**src/rtl/pipe_stage_reg.sv**
```systemverilog
// Pipeline stage register for inter-stage boundaries (ID->EXE, EXE->MEM, MEM->WB).
//
// Carries an opaque payload together with the exception vector, instruction address and
// delay-slot flag across a valid/ready boundary. With SKID_EN=1 a second (skid) entry
// absorbs one in-flight transfer, so in_ready_o is a flop and never depends
// combinationally on out_ready_i. With SKID_EN=0 the stage holds a single entry and
// in_ready_o is combinational.
//
// Ports:
//   clk, rst        clock and synchronous active-high reset
//   flush_i         drop every held entry and any input presented this cycle
//   in_valid_i      upstream entry valid
//   in_ready_o      stage can accept an entry this cycle
//   in_data_i       payload
//   in_exc_i        exception vector
//   in_pc_i         instruction address
//   in_dslot_i      entry is in a delay slot
//   next_dslot_i    accepted entry is a branch; next instruction is in its delay slot
//   out_valid_o     downstream entry valid
//   out_ready_i     downstream can accept
//   out_data_o      payload (zero when out_valid_o=0)
//   out_exc_o       exception vector (zero when out_valid_o=0)
//   out_pc_o        instruction address (zero when out_valid_o=0)
//   out_dslot_o     delay-slot flag (zero when out_valid_o=0)
//   is_in_dslot_o   delay-slot state returned to ID
//   count_o         entries held (0..2, at most 1 when SKID_EN=0)

module pipe_stage_reg #(
  parameter int unsigned DATA_W  = 128,
  parameter int unsigned EXC_W   = 32,
  parameter int unsigned ADDR_W  = 32,
  parameter bit          SKID_EN = 1'b1
) (
  input  logic              clk,
  input  logic              rst,
  input  logic              flush_i,
  input  logic              in_valid_i,
  output logic              in_ready_o,
  input  logic [DATA_W-1:0] in_data_i,
  input  logic [EXC_W-1:0]  in_exc_i,
  input  logic [ADDR_W-1:0] in_pc_i,
  input  logic              in_dslot_i,
  input  logic              next_dslot_i,
  output logic              out_valid_o,
  input  logic              out_ready_i,
  output logic [DATA_W-1:0] out_data_o,
  output logic [EXC_W-1:0]  out_exc_o,
  output logic [ADDR_W-1:0] out_pc_o,
  output logic              out_dslot_o,
  output logic              is_in_dslot_o,
  output logic [1:0]        count_o
);

  typedef struct packed {
    logic              dslot;
    logic [ADDR_W-1:0] pc;
    logic [EXC_W-1:0]  exc;
    logic [DATA_W-1:0] data;
  } entry_t;

  entry_t     main_q, main_d;
  entry_t     skid_q, skid_d;
  entry_t     in_ent;
  logic       main_valid_q, main_valid_d;
  logic       skid_valid_q, skid_valid_d;
  logic       dslot_q, dslot_d;
  logic       ready_q, ready_d;
  logic       accept, emit;
  logic [1:0] count_d;

  assign in_ent = '{dslot: in_dslot_i, pc: in_pc_i, exc: in_exc_i, data: in_data_i};

  // Skid variant: ready is a flop tracking "not full"; single variant: pass-through ready.
  assign in_ready_o = SKID_EN ? ready_q : (!main_valid_q || out_ready_i);

  assign accept = in_valid_i && in_ready_o;
  assign emit   = main_valid_q && out_ready_i;

  always_comb begin
    main_d       = main_q;
    main_valid_d = main_valid_q;
    skid_d       = skid_q;
    skid_valid_d = skid_valid_q;
    dslot_d      = dslot_q;

    if (flush_i) begin
      main_d       = '0;
      main_valid_d = 1'b0;
      skid_d       = '0;
      skid_valid_d = 1'b0;
      dslot_d      = 1'b0;
    end else begin
      if (accept) begin
        dslot_d = next_dslot_i;
      end

      if (emit) begin
        if (skid_valid_q) begin
          // FULL: ready is low, so no accept can coincide; skid moves up.
          main_d       = skid_q;
          skid_d       = '0;
          skid_valid_d = 1'b0;
        end else if (accept) begin
          main_d = in_ent;
        end else begin
          // Drained with no refill: zero the payload so outputs stay clean.
          main_d       = '0;
          main_valid_d = 1'b0;
        end
      end else if (accept) begin
        if (!main_valid_q) begin
          main_d       = in_ent;
          main_valid_d = 1'b1;
        end else if (SKID_EN) begin
          skid_d       = in_ent;
          skid_valid_d = 1'b1;
        end
      end
    end

    count_d = {1'b0, main_valid_d} + {1'b0, skid_valid_d};
    ready_d = (count_d != 2'd2);
  end

  always_ff @(posedge clk) begin
    if (rst) begin
      main_q       <= '0;
      main_valid_q <= 1'b0;
      skid_q       <= '0;
      skid_valid_q <= 1'b0;
      dslot_q      <= 1'b0;
      ready_q      <= 1'b1;
    end else begin
      main_q       <= main_d;
      main_valid_q <= main_valid_d;
      skid_q       <= skid_d;
      skid_valid_q <= skid_valid_d;
      dslot_q      <= dslot_d;
      ready_q      <= ready_d;
    end
  end

  assign out_valid_o   = main_valid_q;
  assign out_data_o    = main_q.data;
  assign out_exc_o     = main_q.exc;
  assign out_pc_o      = main_q.pc;
  assign out_dslot_o   = main_q.dslot;
  assign is_in_dslot_o = dslot_q;
  assign count_o       = {1'b0, main_valid_q} + {1'b0, skid_valid_q};

endmodule

```
**config.mk**
```make
export PLATFORM = sky130hd
export DESIGN_NAME = pipe_stage_reg
export DESIGN_NICKNAME = d
export VERILOG_FILES = /design/src/rtl/pipe_stage_reg.sv
export SDC_FILE = /design/constraint.sdc
export NUM_CORES = 1
export LEC_CHECK = 0
export ABC_AREA = 1
export BUFFER_PORTS_ARGS = -buffer_cell sky130_fd_sc_hd__buf_2
export CAP_MARGIN = 30
export CORE_MARGIN = 1
export CORE_UTILIZATION = 34
export DETAILED_ROUTE_END_ITERATION = 16
export GPL_TIMING_DRIVEN = 0
export SLEW_MARGIN = 20
export SYNTH_ARGS = -nofsm -noshare
export SYNTH_HDL_FRONTEND = slang
export SYNTH_SLANG_ARGS = --single-unit
```
**constraint.sdc**
```tcl
create_clock -name clk -period 1.4 [get_ports clk]
set_input_delay 0.14 -clock clk [delete_from_list [all_inputs] [get_ports clk]]
set_output_delay 0.14 -clock clk [all_outputs]
set_load 0.01 [all_outputs]
```
==> results of run 1 <==
## placed cells by master (no fill, tap or decap), drive strengths merged
cell             n
inv            500
clkbuf         175
ha               2
buf            568
dlymetal6s4s     1
a21boi           1
nor3             1
dlygate4sd3    196
dfxtp          390
diode            5
nor2           690
a21oi          194
bufinv           4
clkinv          10
nand2         1169
nand3          476
o21ai            1
## final timing paths
kind	from	to	slack (ns)
setup / recovery	skid_valid_q	count_o[0]	-0.38
hold / removal	out_ready_i	out_valid_o	0.09
setup reg to reg	skid_valid_q	out_pc_o[16]	-0.30
hold reg to reg	skid_q[55]	skid_q[55]	0.48
## Yosys cell counts
cell      instances  area share, %
dfxtp_1         390             37
o21ai_0           1          0.024
a21boi_0          1          0.035
a21oi_2           1          0.041
ha_1              2           0.12
a21oi_1         193            4.5
nand3_1         476             11
buf_2           142            3.3
nor2_1          688             12
nand2_1        1164             21
inv_2             3          0.053
nor2_4            1          0.053
nor2_2            1          0.029
inv_1           495            8.7
nand2_2           5           0.15
nor3_1            1          0.024
buf_1            16           0.28
buf_4             3           0.11
clkbuf_1        101            1.8
## layout make-up
cell class	count	area, µm²	share of cell area (%)
Inverter	498	1880	6.57
Clock inverter	16	191	0.671
Tap cell	837	1050	3.67
Clock buffer	70	1440	5.03
Sequential cell	390	7810	27.4
Antenna cell	5	12.5	0.0438
Buffer	262	1580	5.54
Multi-Input combinational cell	2534	10500	36.7
Timing Repair Buffer	608	4110	14.4
## per-layer routing
layer | wire (µm) | GRT usage (%)
met4 | 2020 | 6.41
met3 | 4870 | 4.37
met1 | 36200 | 32.1
met5 | 43 | 0
met2 | 37100 | 41.3
## state kept, by name, indices dropped and copies added, names as in the netlist
signal and flops:
out_pc_o 32, out_exc_o 32, in_ready_o 1, is_in_dslot_o 1
out_data_o 128, skid_q 193, out_valid_o 1, out_dslot_o 1
skid_valid_q 1
## power groups by stage
stage	combinational, mW	sequential (mW)	clock [mW]
6_report	4.84	11.7	13.0
5_1_grt	5.38	11.7	13.8
4_1_cts	4.79	11.7	13.3
3_5_place_dp	4.19	11.9	0
3_3_place_gp	4.20	11.9	0
2_1_floorplan	2.47	12.0	0
## critical path: cells and delay by family (launching register included)
kind | cells | cell delay (ns)
flops | 1 | 0.33
fa+ha+maj | 1 | 0.29
buf+inv | 4 | 0.42
## metrics by stage
step | TNS, ns | total power [mW]
2_1_floorplan | 0 | 14.5
3_3_place_gp | -315.51 | 16.1
3_5_place_dp | -279.33 | 16.1
4_1_cts | -67.47 | 29.7
5_1_grt | -84.92 | 30.8
6_report | -55.40 | 29.5
## cell families after synthesis
family / after synthesis
AO/OA/AOI/OAI: 196
adder cells (fa/ha/maj): 2
buffers and inverters: 760
flip-flops: 390
AND/OR/NAND/NOR: 2336
## what timing repair did
action	in CTS	in global routing
setup endpoints to repair	391	392
pin swaps	3	3
setup buffers	12	3
hold buffers	197	0
resized for setup	150	88
hold endpoints to repair	390	0
==> results.toml, run 1 <==
[outcome]
status = "complete, but fails checks"
violations = "setup timing"

[floorplanning]
die_w_um = 252
start_util_pct = 34.4
rows = 91
fp.dieArea_mm2 = 0.0635
ios = 397
core_mm2 = 0.0617
die_h_um = 252

[worst_setup_path]
path_cells = "buf_6, inv_8, clkbuf_16, ha_4, buf_6"
start_kind = "register"
critPathRequiredTime_ns = 1.26
crit_type = "register to primary output"
cp_slowest_cell = "dfxtp_2"
crit_path_end_kind = "primary output"
crit_fanout = 7
cpPeakStageDelay_ns = 0.33
r2r_cells = 8
cp.arrival_ns = 1.64
critPathMostFrequentCell = "buf_6"

[sta]
worstMarginPinSlew_ns = 0.607
setup_ws_ns = -0.382
report.final.hold_viol_count = 0
fmax_mhz = 561
slew_violations = 0
whs_ns = 0.0947
post-route-period-util_pct = 127
setup_viol = 359
rsz0062_at_grt = "yes"
finalClockSkew_ns = 0.0249
relSlewSlack_pct = 59.5
min_period_ns = 1.78

[placed_design]
dp.cells = 4917
dp_hpwl_um = 56800
numPortBuffers = 396
dp_slack_ns = -1.02
placed_area_mm2 = 0.0243
place_congestion = 0.851

[power_and_ir_drop]
sw_frac_of_total_pct = 28.3
vdd_drop_max_v = 0.000818
combPwrFrac_pct = 16.4
power_density_mw_per_mm2 = 1030
pwr-share-seq_pct = 39.5
switchingPower_mw = 8.36
p_clk_share_pct = 44.1
p_leak_nw = 14.9
p_int_mw = 21.1

[drt]
wl_um = 80300
antenna_left = 0
vias_per_cell = 4.59
vias = 23984
dr.pass1.iters = 5
wl_per_cell_um = 15.4
drtIter0Drc = 1521
drc_errors = 0

[final_layout]
fill_cells = 6686
drive_gt1_share_pct = 16.8
nets = 4543
finalCoreUtilization_pct = 46.3
syn2layout_area_growth_pct = 34.3
fin_area_mm2 = 0.0285
final_cells = 5220

[synth]
synthSimpleGateAreaFrac_pct = 44.2
yosysUniqueCellTypes = 19
synth_compound_area_share_pct = 4.65
synthMuxAreaShare_pct = 0
syn_area_mm2 = 0.0212
synth_top_family_by_area = "simple AND/OR/NAND/NOR gates"
syn_nets = 3885
synth_xor_area_share_pct = 0
synthCells = 3684
ys_ff_latch = 390
yosys_warnings = 0
seq_area_frac_synth_pct = 36.7
synth-adder-area-share_pct = 0.118
syn_area_per_cell_um2 = 5.77

[clock_network]
numCtsBuffers = 48
clockBufferDepth = 3
clkLatencyLatePin_ns = 0.60
cts_tree = "yes"
clockRootBuffer = "clkbuf_16"
clock_sinks = 390
clk_pin_slew_ns = 0.06
htreeDepth = 2

[global_routing]
antenna_found_initial = 8
grt_start_max_net_pins = 13
grt_pass1_vias = 22134
grt_pass1_wl_um = 123000
grtUsageTotal_pct = 24.5
grt_remaining_overflow = 0

[min_path]
min_delay_path_depth = 4
hold_class = "input port to register"

[run]
max-cap-violations = 0
(Power assumes the default switching activity.)
==> run 2, diff against run 1 <==
--- a/config.mk
+++ b/config.mk
@@ -12,6 +12,7 @@
 export CORE_UTILIZATION = 34
 export DETAILED_ROUTE_END_ITERATION = 16
 export GPL_TIMING_DRIVEN = 0
+export SETUP_SLACK_MARGIN = 0.02
 export SLEW_MARGIN = 20
 export SYNTH_ARGS = -nofsm -noshare
 export SYNTH_HDL_FRONTEND = slang
==> results.toml, run 2 (synthesis gave the netlist of run 1 again) <==
[outcome]
status = "complete, but fails checks"
violations = "hold timing, setup timing"

[sta]
report.final.hold_viol_count = 1
rsz0062_at_grt = "yes"
whs_ns = -0.0213
fin_setup_tns_ns = -60.27
finalClockSkew_ns = 0.0226
relSlewSlack_pct = 60.7
min_period_ns = 1.79
slew_violations = 0
worstMarginPinSlew_ns = 0.590
post-route-period-util_pct = 128
fmax_mhz = 560
setup_ws_ns = -0.385
setup_viol = 376

[global_routing]
grt_pass1_wl_um = 123000
grtUsageTotal_pct = 24.6
grt.busiest_layer = "met2"
grt.met3_usage_pct = 4.49
gr-usage-met1_pct = 32.1
antenna_found_initial = 9
grtUsageMet2_pct = 41.2
grt_remaining_overflow = 0
grt_start_max_net_pins = 13
grt_pass1_vias = 22205

[worst_setup_path]
start_kind = "register"
critPathMostFrequentCell = "buf_6"
rr_endpoint = "out_data_o[10]"
crit_path_end_kind = "primary output"
crit_fanout = 7
cp.arrival_ns = 1.65
cp_slowest_cell = "dfxtp_2"
cpPeakStageDelay_ns = 0.33
rrSetupSlack_ns = -0.32
critPathRequiredTime_ns = 1.26
rr_startpoint = "skid_valid_q"
crit_type = "register to primary output"
r2r_cells = 8
path_cells = "buf_6, inv_8, clkbuf_16, ha_4, buf_6"

[drt]
antenna_left = 0
vias_per_cell = 4.61
dr.pass1.iters = 6
drtIter0Drc = 1569
drc_errors = 0
vias = 24089
wl_um = 80500
wl_per_cell_um = 15.4

[floorplanning]
rows = 91
fp.dieArea_mm2 = 0.0635
start_util_pct = 34.4
die_w_um = 252
die_h_um = 252
ios = 397
core_mm2 = 0.0617

[power_and_ir_drop]
p_int_mw = 21.2
pwr-share-seq_pct = 39.5
vdd_drop_max_v = 0.000820
total_power_mw = 29.5
p_leak_nw = 15.0
sw_frac_of_total_pct = 28.4
switchingPower_mw = 8.38
p_clk_share_pct = 44.0
power_density_mw_per_mm2 = 1030
combPwrFrac_pct = 16.5

[min_path]
hp-start = "in_valid_i"
hold_class = "input port to register"
min_delay_path_depth = 3
hold_end = "out_valid_o"

[final_layout]
finalCoreUtilization_pct = 46.5
largest_register_ffs = 193
top_register = "skid_q"
final_common_cell = "nand2_1"
mostFrequentLayoutCells = "nand2_1, nor2_1, inv_1, buf_2, nand3_1"
nets = 4546
drive_gt1_share_pct = 16.8
fin_area_mm2 = 0.0287
syn2layout_area_growth_pct = 35.0
fill_cells = 6665
final_cells = 5224

[clock_network]
postCtsHoldBufs = 196
clockBufferDepth = 3
cts_tree = "yes"
numCtsBuffers = 48
clock_sinks = 390
clk_pin_slew_ns = 0.06
clockRootBuffer = "clkbuf_16"
htreeDepth = 2
clkLatencyLatePin_ns = 0.60

[placed_design]
place_congestion = 0.851
placed_area_mm2 = 0.0243
numPortBuffers = 396
dp_hpwl_um = 56800
dp.cells = 4917

[run]
max-cap-violations = 0
==> run 2: changes by cell type in the layout (fill, tap and decap cells not counted), sizes merged <==
cell / previous run / this run
buf: 568 / 575
dlymetal6s4s: 1 / 0
diode: 5 / 6
clkbuf: 175 / 172
==> run 2: worst max path at each step <==
stage,startpoint,endpoint,slack (ns),depth (start not counted)
after floorplan,out_valid_o,out_exc_o[10],0.03,7
final,skid_valid_q,count_o[0],-0.39,5
after global routing,skid_valid_q,count_o[0],-0.42,5
after detailed placement,skid_valid_q,skid_q[162],-1.02,8
after global placement,flush_i,out_data_o[120],-1.15,6
after CTS,skid_valid_q,count_o[0],-0.41,5
==> run 2: area by class of cell <==
class | count | area, µm² | area share, %
multi-input combinational | 2534 | 10500 | 36.6
sequential | 390 | 7810 | 27.2
timing repair buffer | 611 | 4170 | 14.5
inverter | 498 | 1880 | 6.54
buffer | 262 | 1650 | 5.74
clock buffer | 70 | 1440 | 5.00
tap | 837 | 1050 | 3.65
clock inverter | 16 | 191 | 0.667
antenna | 6 | 15.0 | 0.0523
==> run 2: repair_timing <==
item,in CTS,in global routing
pin swaps,5,2
hold endpoints to repair,390,1
setup endpoints to repair,391,390
buffers inserted,16,1
gates resized for setup,186,66
gates cloned,2,0
==> run 2: critical path: cells and delay by family, from the launching register on <==
kind | cells | cell delay (ns)
fa+ha+maj | 1 | 0.29
flops | 1 | 0.33
buf+inv | 4 | 0.43
==> run 2: power by group through the flow <==
| stage | sequential (mW) | clock, mW | combinational (mW) |
|---|---|---|---|
| after global placement | 11.9 | 0 | 4.20 |
| after floorplan | 12.0 | 0 | 2.47 |
| final | 11.7 | 13.0 | 4.88 |
| after global routing | 11.7 | 13.8 | 5.41 |
| after CTS | 11.7 | 13.3 | 4.83 |
| after detailed placement | 11.9 | 0 | 4.19 |
==> run 2: metal layers <==
metal	wire, µm	up-vias
li1	-	12457
met5	44	-
met3	5540	119
met4	2050	6
met1	35800	10797
met2	37100	710
==> run 2: stage by stage <==
step / hold slack (ns) / setup WS (ns)
5_1_grt: -0.0260 / -0.423
3_5_place_dp: 0.374 / -1.02
3_3_place_gp: 0.378 / -1.15
2_1_floorplan: 0.217 / 0.0342
6_report: -0.0213 / -0.385
4_1_cts: -0.0663 / -0.407
==> run 3, diff against run 2 <==
--- a/config.mk
+++ b/config.mk
@@ -5,7 +5,7 @@
 export SDC_FILE = /design/constraint.sdc
 export NUM_CORES = 1
 export LEC_CHECK = 0
-export ABC_AREA = 1
+export ABC_AREA = 0
 export BUFFER_PORTS_ARGS = -buffer_cell sky130_fd_sc_hd__buf_2
 export CAP_MARGIN = 30
 export CORE_MARGIN = 1
==> results.toml, run 3 <==
[synth]
yosys_warnings = 0
ys_ff_latch = 390
syn_nets = 1992
ys_dominant_reg_cell = "dfxtp_1"
synth_commonest_cells = "dfxtp_1, nand2_1, nor3_1, o21a_1"
yosysUniqueCellTypes = 26
synth_top_area_share_pct = 43.5
syn_area_per_cell_um2 = 10.0
synthArstFlopShare_pct = 0
syn_area_mm2 = 0.0179
synth-edff-count = 0
yosysMostFrequentCell = "dfxtp_1"
synth_top_area_cell = "dfxtp_1"
seq_area_frac_synth_pct = 43.5
synthTopCellsByArea = "dfxtp_1, o221a_2, mux2i_1"
synthCells = 1791

[final_layout]
syn2layout_area_growth_pct = 56.0
nets = 2710
finalCoreUtilization_pct = 54.1
drive_gt1_share_pct = 43.6
largest_register_ffs = 193
ff_latch_area_mm2 = 0.00782
final_common_cell = "buf_2"
mostFrequentLayoutCells = "buf_2, dfxtp_1, nand2_1, dlygate4sd3_1, o21a_1"
fill_cells = 4535
multi_input_area_mm2 = 0.0104
top_register = "skid_q"
final_cells = 3227
fin_area_mm2 = 0.0280

[worst_setup_path]
cpPeakStageDelay_ns = 0.33
crit_fanout = 5
rr_endpoint = "out_data_o[89]"
r2r_cells = 8
cp_slowest_cell = "dfxtp_2"
crit_type = "register to primary output"
path_cells = "buf_8, buf_12, buf_12, inv_6, ha_4, buf_6"
crit_path_end_kind = "primary output"
rr_startpoint = "out_valid_o"
critPathRequiredTime_ns = 1.26
critPathMostFrequentCell = "buf_12"
start_kind = "register"
critPathBufInv = 5
cp.arrival_ns = 1.63
cpLargestDelayFamily = "buffers and inverters"
rrSetupSlack_ns = -0.34

[drt]
drc_errors = 0
drtIter0Drc = 943
vias = 17754
dr.pass1.iters = 5
vias_per_cell = 5.50
wl_um = 68400
wl_per_cell_um = 21.2
antenna_left = 0

[global_routing]
grt_remaining_overflow = 0
grt_start_max_net_pins = 13
antenna_found_initial = 4
grtUsageTotal_pct = 23.5
grt_pass1_vias = 17681
grt_pass1_wl_um = 100000

[sta]
fmax_mhz = 565
min_period_ns = 1.77
report.final.hold_viol_count = 0
relSlewSlack_pct = 50.3
rsz0062_at_grt = "yes"
worstMarginPinSlew_ns = 0.745
whs_ns = 0.262
setup_viol = 385
slew_violations = 0
setup_ws_ns = -0.369
post-route-period-util_pct = 126
finalClockSkew_ns = 0.0141

[clock_network]
clock_sinks = 390
numCtsBuffers = 45
clockRootBuffer = "clkbuf_16"
clk_pin_slew_ns = 0.06
htreeDepth = 2
cts_tree = "yes"
clkLatencyLatePin_ns = 0.58
clockBufferDepth = 3

[floorplanning]
ios = 397
start_util_pct = 34.7
core_mm2 = 0.0517
fp.dieArea_mm2 = 0.0537
die_w_um = 232
rows = 83
die_h_um = 232

[placed_design]
numPortBuffers = 396
place_congestion = 0.813
dp_hpwl_um = 43900
dp.cells = 2868
placed_area_mm2 = 0.0211

[power_and_ir_drop]
combPwrFrac_pct = 16.0
p_clk_share_pct = 42.8
switchingPower_mw = 7.41
p_leak_nw = 11.0
power_density_mw_per_mm2 = 1010
pwr-share-seq_pct = 41.2
vdd_drop_max_v = 0.000671
p_int_mw = 20.8
sw_frac_of_total_pct = 26.3
total_power_mw = 28.2

[min_path]
hp-start = "rst"
min_delay_path_depth = 6
hold_end = "skid_q[100]"
hold_class = "input port to register"

[run]
max-cap-violations = 0

[outcome]
status = "complete, but fails checks"
violations = "setup timing"
## run 3: changes by cell type after synthesis, moves of 193 or more
cell | before | now
mux2i_1 | 0 | 193
nand2_1 | 1164 | 200
nor2_1 | 688 | 0
nor3_1 | 1 | 194
nand3_1 | 476 | 5
o221a_2 | 0 | 193
inv_1 | 495 | 2
o21a_1 | 0 | 194
## run 3: routing by layer
metal	part of all wire, %	up-vias	track usage [%]
met3	5.1	134	3.59
met2	48	524	38.8
met1	43	8798	30.7
met4	3.3	0	8.76
met5	0	-	0
li1	-	8298	-
## run 3: worst reg2reg max path: stages, from the launching register on
cell and delay [ns]:
dfxtp_4 0.36, buf_12 0.13, nand3b_1 0.16, buf_6 0.17, buf_12 0.13, buf_12 0.14
clkbuf_16 0.16, o21a_1 0.16, o221a_2 0.22
## run 3: worst max path at each step
stage	start	end	slack [ns]	cells past startpoint
after CTS	skid_valid_q	count_o[0]	-0.39	6
final	skid_valid_q	count_o[0]	-0.37	6
after global placement	flush_i	out_data_o[95]	-1.15	5
after floorplan	skid_valid_q	in_ready_o	-0.12	7
after detailed placement	skid_valid_q	skid_q[15]	-1.01	6
after global routing	skid_valid_q	count_o[0]	-0.42	6
## run 3: through the flow
step | setup TNS [ns] | worst slack, ns
6_report | -80.90 | -0.369
5_1_grt | -106.63 | -0.422
4_1_cts | -105.99 | -0.389
3_5_place_dp | -303.66 | -1.01
3_3_place_gp | -324.41 | -1.15
2_1_floorplan | -5.65 | -0.119
## run 3: cell families (layout without fill, tap and decap cells)
logic type | Yosys count | after routing | synth area share, %
compound gates | 586 | 586 | 29.8
simple gates | 406 | 406 | 10.1
flops | 390 | 390 | 43.5
buf+inv | 214 | 966 | 5.63
mux | 193 | 193 | 10.8
fa+ha+maj | 2 | 2 | 0.140
other cells | 0 | 4 | 0
## run 3: layout make-up
cell class | count | share of cell area, %
Inverter | 2 | 0.0447
Antenna cell | 4 | 0.0358
Clock buffer | 69 | 4.82
Buffer | 206 | 6.89
Tap cell | 680 | 3.04
Sequential cell | 390 | 28.0
Multi-Input combinational cell | 1187 | 37.3
Clock inverter | 12 | 0.506
Timing Repair Buffer | 677 | 19.4
## run 3: power by group through the flow
stage	Clock, mW	Combinational, mW	Sequential, mW
detailed placement	0	3.36	11.8
CTS	12.3	3.97	11.6
finish	12.1	4.51	11.6
global placement	0	3.31	11.8
global route	12.8	4.78	11.6
floorplan	0	1.84	11.9
## run 3: repair_timing
item | 4_1_cts | 5_1_grt
hold buffers | 198 | 0
gates cloned | 15 | 20
hold endpoints to repair | 385 | 0
pin swaps | 1 | 2
gates resized for setup | 213 | 354
endpoints found under the setup margin | 390 | 387
setup buffers | 30 | 27
